## src/rtl/hazard_ctrl.sv

```systemverilog
// Hazard controller for the five-stage core: load-use stall, branch flush,
// operand forwarding, a post-reset flush sequencer and saturating event counters.
module hazard_ctrl #(
  parameter int REG_ADDR_WIDTH     = 5,
  parameter int CNT_WIDTH          = 32,
  parameter int RESET_FLUSH_CYCLES = 2
) (
  input  logic                      clk,
  input  logic                      reset,
  input  logic [REG_ADDR_WIDTH-1:0] Rs1D,
  input  logic [REG_ADDR_WIDTH-1:0] Rs2D,
  input  logic [REG_ADDR_WIDTH-1:0] Rs1E,
  input  logic [REG_ADDR_WIDTH-1:0] Rs2E,
  input  logic [REG_ADDR_WIDTH-1:0] RdE,
  input  logic                      ResultSrcE0,
  input  logic                      PCSrcE,
  input  logic [REG_ADDR_WIDTH-1:0] RdM,
  input  logic                      RegWriteM,
  input  logic [REG_ADDR_WIDTH-1:0] RdW,
  input  logic                      RegWriteW,
  output logic                      StallF,
  output logic                      StallD,
  output logic                      FlushD,
  output logic                      FlushE,
  output logic [1:0]                ForwardAE,
  output logic [1:0]                ForwardEE,
  input  logic                      cnt_clr,
  output logic [CNT_WIDTH-1:0]      stall_cnt,
  output logic [CNT_WIDTH-1:0]      flush_cnt,
  output logic [CNT_WIDTH-1:0]      fwd_cnt,
  output logic                      seq_busy
);

  typedef enum logic {RST_FLUSH, RUN} state_t;

  state_t               state_q, state_d;
  logic [3:0]           rfCnt_q, rfCnt_d;
  logic [CNT_WIDTH-1:0] stallCnt_q, flushCnt_q, fwdCnt_q;
  logic                 lwStall;
  logic [1:0]           fwdA, fwdB;

  always_ff @(posedge clk or negedge reset) begin
    if (!reset) begin
      state_q <= RST_FLUSH;
      rfCnt_q <= 4'(RESET_FLUSH_CYCLES - 1);
    end else begin
      state_q <= state_d;
      rfCnt_q <= rfCnt_d;
    end
  end

  always_comb begin
    state_d = state_q;
    rfCnt_d = rfCnt_q;
    if (state_q == RST_FLUSH) begin
      rfCnt_d = rfCnt_q - 4'd1;
      if (rfCnt_q == 4'd0) begin
        state_d = RUN;
        rfCnt_d = 4'd0;
      end
    end
  end

  // Memory-stage result is younger than Writeback, so it takes priority.
  always_comb begin
    fwdA = 2'b00;
    fwdB = 2'b00;
    if (RegWriteM && (RdM == Rs1E) && (Rs1E != '0))      fwdA = 2'b10;
    else if (RegWriteW && (RdW == Rs1E) && (Rs1E != '0)) fwdA = 2'b01;
    if (RegWriteM && (RdM == Rs2E) && (Rs2E != '0))      fwdB = 2'b10;
    else if (RegWriteW && (RdW == Rs2E) && (Rs2E != '0)) fwdB = 2'b01;
    lwStall = ResultSrcE0 && (RdE != '0) && ((RdE == Rs1D) || (RdE == Rs2D));
  end

  always_comb begin
    StallF    = 1'b1;
    StallD    = 1'b0;
    FlushD    = 1'b1;
    FlushE    = 1'b1;
    ForwardAE = 2'b00;
    ForwardEE = 2'b00;
    seq_busy  = 1'b1;
    if (state_q == RUN) begin
      StallF    = lwStall && !PCSrcE;
      StallD    = lwStall && !PCSrcE;
      FlushD    = PCSrcE;
      FlushE    = lwStall || PCSrcE;
      ForwardAE = fwdA;
      ForwardEE = fwdB;
      seq_busy  = 1'b0;
    end
  end

  // Counters only move in RUN, stick at all-ones, and a clear beats any increment.
  always_ff @(posedge clk or negedge reset) begin
    if (!reset) begin
      stallCnt_q <= '0;
      flushCnt_q <= '0;
      fwdCnt_q   <= '0;
    end else if (cnt_clr) begin
      stallCnt_q <= '0;
      flushCnt_q <= '0;
      fwdCnt_q   <= '0;
    end else if (state_q == RUN) begin
      if (StallF && (stallCnt_q != '1))
        stallCnt_q <= stallCnt_q + CNT_WIDTH'(1);
      if (PCSrcE && (flushCnt_q != '1))
        flushCnt_q <= flushCnt_q + CNT_WIDTH'(1);
      if (((ForwardAE != 2'b00) || (ForwardEE != 2'b00)) && (fwdCnt_q != '1))
        fwdCnt_q <= fwdCnt_q + CNT_WIDTH'(1);
    end
  end

  assign stall_cnt = stallCnt_q;
  assign flush_cnt = flushCnt_q;
  assign fwd_cnt   = fwdCnt_q;

endmodule

```

## config.mk

```make
export PLATFORM = sky130hd
export DESIGN_NAME = hazard_ctrl
export DESIGN_NICKNAME = d
export VERILOG_FILES = /design/src/rtl/hazard_ctrl.sv
export SDC_FILE = /design/constraint.sdc
export NUM_CORES = 1
export LEC_CHECK = 0
export CAP_MARGIN = 20
export CORE_MARGIN = 10
export CORE_UTILIZATION = 40
export CTS_BUF_LIST = sky130_fd_sc_hd__clkbuf_2 sky130_fd_sc_hd__clkbuf_4 sky130_fd_sc_hd__clkbuf_8
export DETAILED_ROUTE_END_ITERATION = 8
export DONT_BUFFER_PORTS = 1
export PLACE_DENSITY_LB_ADDON = 0.15
export SLEW_MARGIN = 25
export SYNTH_ARGS = -nofsm -noshare
export SYNTH_HDL_FRONTEND = slang
export SYNTH_SLANG_ARGS = --single-unit
```

## constraint.sdc

```tcl
create_clock -name clk -period 3.2 [get_ports clk]
set_clock_uncertainty 0.15 [all_clocks]
set_input_delay 0.16 -clock clk [delete_from_list [all_inputs] [get_ports clk]]
set_output_delay 0.16 -clock clk [all_outputs]
set_load 0.05 [all_outputs]
```

==> Word-level counts from Yosys, hierarchy flattened <==
Index checks and enable logic that the tools add are counted.
{ "totals": {"word_cells": 72, "out_inout_bits": 105, "ff_bits": 101} }
{ "classes": {"reduce_logical": 31, "n_addsub": 4, "mux": 23, "eq_ne": 9} }
{ "op_table": {"columns": ["op", "count"], "rows": [
  ["32-bit 2-to-1 mux", 9],
  ["32-bit by 1-bit adder with 32-bit output (second input constant)", 3],
  ["32-bit inequality test (second input constant)", 3],
  ["5-bit == test", 6],
  ["5-bit nonzero test", 3],
  ["1-bit logical AND", 14],
  ["2-bit nonzero test", 6],
  ["1-bit 2-to-1 mux", 9],
  ["2-bit 2-to-1 mux", 4],
  ["2-bit AND reduction", 3],
  ["4-bit zero test", 1],
  ["4-bit 2-to-1 mux", 1],
  ["4-bit by 1-bit subtractor with 4-bit output (second input constant)", 1],
  ["1-bit logical OR", 3],
  ["1-bit zero test", 1]
]} }

==> Logic depth before layout (Yosys ltp) <==
{ "depth": {"ltp_word": 12, "depth_mapped": 10, "mapped_depth_nobuf": 8} }

==> Worst setup path before layout <==
Ideal clock, no wire load.
{ "synth_path": {"path_type": "register -> register", "from": "register fwdCnt_q[0] (netlist: fwd_cnt[0])", "to": "register fwdCnt_q[11] (netlist: fwd_cnt[11])", "path_buffers": 3, "setup_ps": 120, "arrival_time_ps": 2654, "slack_ps": 276, "path_stages_with_launch": 11, "t_required_ps": 2930, "cell_sequence": "dfrtp_1 > ha_1 > and4_1 > clkbuf_1 > and4_1 > clkbuf_1 > nand4b_1 > a21oi_1 > clkbuf_1 > a21oi_1 > a31o_2"} }
{ "synth_via": {"elab_chain_len": 4} }
{ "synth_lines": {"columns": ["item", "line", "rtl"], "rows": [
  ["from (decl)", "38", "logic [CNT_WIDTH-1:0] stallCnt_q, flushCnt_q, fwdCnt_q;"],
  ["from (signal assigned)", "110", "fwdCnt_q <= fwdCnt_q + CNT_WIDTH'(1);"],
  ["32-bit by 1-bit adder with 32-bit output or 32-bit inequality test (tied branches)", "110, 109", null],
  ["32-bit 2-to-1 mux or 1-bit logical AND (tied branches)", "109", "if (((ForwardAE != 2'b00) || (ForwardEE != 2'b00)) && (fwdCnt_q != '1))"],
  ["32-bit 2-to-1 mux or 2-bit nonzero test (tied branches)", null, null],
  ["32-bit 2-to-1 mux or 2-bit AND reduction (tied branches)", null, null]
]} }
Several ways; a longest one is shown, not always the timed one. The select of a mux whose other input is x is not followed.
A chain may end at the register's enable or synchronous reset.

==> Worst setup path after layout <==
{ "layout_path": {"from": "register fwdCnt_q[13] (netlist: fwd_cnt[13])", "to": "register fwdCnt_q[23] (netlist: fwd_cnt[23])"} }
The elaborated chain is that of the path after synthesis.

==> reports/results.txt <==
CP Data Required Time -> 3320 ps
Clock Sinks -> 101
Share of layout cells above drive strength 1 -> 20.3%
Routed vias/inst -> 5.45
Vias -> 4985
Root Buffer -> clkbuf_8
Hold-critical path depth -> 2
VDD IR max -> 0.157 mV
Yosys top cell by area -> dfrtp_1
Status -> complete, no violations
Clock Latency Late Sink -> 380 ps
GP Congestion -> 0.833
Die Height -> 141 µm
Hpwl dp -> 11800 µm
Setup_tns -> 0 ps
Worst-Margin Slew -> 975 ps
Top cell type's share of synthesized area -> 43.0%
Area share of fa/ha/maj cells after synthesis -> 0.645%
FF+latch area -> 2530 µm²
Relative slew slack -> 34.6%
GRT Util Overall -> 16.1%
Overall die width -> 141 µm
HP Class -> in2reg
1st-pass router iterations -> 5
Asr flop ratio synth -> 100%
Rows -> 44
Hold Path End -> flush_cnt[0]$_DFFE_PN0P_
Reg-to-reg startpoint -> fwd_cnt[13]$_DFFE_PN0P_
NumNets Final -> 771
Syn nets -> 684
Routed met1 length -> 6750 µm
Die Area -> 19800 µm²
Hold Crit Start -> cnt_clr
Cells after synthesis -> 639
Main combinational cell family by area after synthesis -> simple AND/OR/NAND/NOR gates
WL met2 -> 7970 µm
WL/cell -> 18.1 µm
Total power divided by cell area -> 347 nW/µm²
Avg Cell Area, Syn -> 9.11 µm²
Post-Route WL -> 16500 µm
Buffers on Ports -> 0
Dominant cells by area after synthesis -> dfrtp_1, xor2_1, nor2_1, xnor2_1, nand4_1
Highest Clock Rate -> 373 MHz
Count of cell types in the netlist -> 46
Fin crit share -> 83.7%
Placed cell areas -> 6700 µm²
Max-Cap Viols -> 0
Cell Area, Synth -> 5820 µm²
Setup bufs post-CTS -> 0
# diodes -> 0
DR top layer -> met4
Top FF cell, synth -> dfrtp_1
Detail Route Antenna Nets -> 0
Synth Area in Compound Gates -> 6.53%
Vias in the first global route -> 4828
Area taken by multi-input logic gates -> 3110 µm²
Final worst path period need -> 2680 ps
CORE AREA -> 14400 µm²
Seq/Total Area, Yosys -> 43.4%
Met3 routed WL -> 1510 µm
Largest net degree at the start of global routing -> 112
First-pass GRT wire length -> 26200 µm
Reg2Reg Setup Slack -> 520 ps
Hold slack final -> 54.4 ps
Reg clk slew, reported paths -> 100 ps
DR DRC count -> 0
RSZ-0062 raised after global routing -> false
Slew Limit Fails -> 0
Initial antenna violation count -> 0
Yosys synthesis warning count -> 0
Io pins -> 147
Initial Utilization -> 40.5%
Aggregate global routing overflow -> 0
Fill cell count -> 1376
Reg2Reg Depth -> 8
CTS Buffer Depth -> 2
Critical register-to-register path endpoint -> fwd_cnt[23]$_DFFE_PN0P_
Final Setup Violations -> 0
Simple-gate portion of the synthesized area -> 30.1%
Post-Synth XOR/XNOR Area -> 13.5%
H-tree level count -> 3
CP arrival -> 2800 ps
Final instance area -> 7000 µm²
Worst Setup End Kind -> flip-flop
Post-synth EDFFs -> 0
CTS tree -> yes
Type of origin of the critical path -> flip-flop
FF+latch count, synth -> 101
Lkg Pwr -> 3.06 nW
Worst-path fanout max -> 15
Area grow syn2layout -> 20.2%
Kind of critical path -> reg2reg
Post-synthesis mux area share -> 2.58%
Endpoints failing hold -> 0
TritonCTS buffer count -> 9
1st-iter DRT viols -> 398
## flip-flops by register name, indices dropped and copies added, names as in the netlist
signal and flops:
stall_cnt 32, fwd_cnt 32, state_q 1, rfCnt_q 4, flush_cnt 32
## where the power goes
part / internal [mW] / leakage (nW) / switching [mW]
clock network: 0.517 / 0.116 / 0.467
registers: 1.28 / 1.40 / 0.00253
logic: 0.0507 / 1.54 / 0.116
total: 1.85 / 3.06 / 0.585
## repair_timing
action,CTS,global route
resized for setup,0,0
hold buffers,3,0
endpoints found under the hold margin,197,0
## layout make-up
| class | count | share of cell area [%] |
|---|---|---|
| Clock inverter | 6 | 1.59 |
| Sequential cell | 101 | 36.1 |
| Inverter | 15 | 0.804 |
| Timing Repair Buffer | 106 | 12.0 |
| Tap cell | 184 | 3.29 |
| Multi-Input combinational cell | 493 | 44.4 |
| Clock buffer | 9 | 1.77 |
## worst max-delay path, cell delays in order (launching register included)
cell and delay, ps:
dfrtp_1 390, nand4_1 270, nor4_4 560, and4_1 290, nand4b_1 150, a21oi_1 60
buf_4 210, and4_1 220, mux2_2 270
## per-layer routing
layer	vias to the layer above	global-route usage, %
li1	2420	-
met1	2413	19.6
met2	133	26.0
met3	19	5.44
met4	0	5.49
met5	-	0
## cell usage in the layout, fill, tap and decap left out, drive strengths merged, types with 2 or more instances in the layout
master	instances
and4	17
buf	105
dfrtp	100
nand3b	2
o21ai	8
o31ai	12
or2	3
nor2b	12
a21oi	25
bufinv	3
mux2	13
nor4	10
clkbuf	9
nor3b	2
nor2	99
and3	17
and2	8
nand4	31
ha	3
a31o	3
nand2	34
nor3	21
nand2b	6
inv	16
xor2	55
o41ai	2
xnor2	35
nand3	37
o21a	2
a21bo	2
or4	20
a211oi	3
or3	4
## cell families after synthesis
group | count (synthesis)
AOI/OAI and AO/OA | 60
xor gates and xnor gates | 90
muxes | 13
and+or+nand+nor | 327
DFF | 101
adders and majority gates | 3
buffers and inverters | 45
## per-stage QoR
stage / worst slack, ps / instances / total power, mW / utilization [%]
floorplan: 276 / 639 / 1.42 / -
global placement: 522 / 896 / 1.42 / 46.6
detailed placement: 519 / 896 / 1.42 / 46.6
CTS: 523 / 914 / 2.48 / 48.7
global route: 387 / 914 / 2.54 / 48.7
finish: 523 / 914 / 2.43 / 48.7
## cells in the mapped netlist (all sizes together), types with 10 or more instances
cell    number
dfrtp      100
nor2        99
xor2        55
nand3       37
xnor2       35
nand2       34
nand4       31
clkbuf      26
a21oi       25
nor3        21
or4         20
and3        17
and4        17
inv         15
mux2        13
nor2b       12
o31ai       12
nor4        10
## worst max-delay path by stage
| stage | start | to |
|---|---|---|
| after floorplan | fwd_cnt[0]$_DFFE_PN0P_ | fwd_cnt[11]$_DFFE_PN0P_ |
| after global placement | fwd_cnt[13]$_DFFE_PN0P_ | fwd_cnt[17]$_DFFE_PN0P_ |
| after detailed placement | fwd_cnt[13]$_DFFE_PN0P_ | fwd_cnt[17]$_DFFE_PN0P_ |
| after CTS | fwd_cnt[13]$_DFFE_PN0P_ | fwd_cnt[23]$_DFFE_PN0P_ |
| after global routing | stall_cnt[1]$_DFFE_PN0P_ | stall_cnt[16]$_DFFE_PN0P_ |
| final | fwd_cnt[13]$_DFFE_PN0P_ | fwd_cnt[23]$_DFFE_PN0P_ |
No activity file was read; power rests on OpenSTA's default activity.
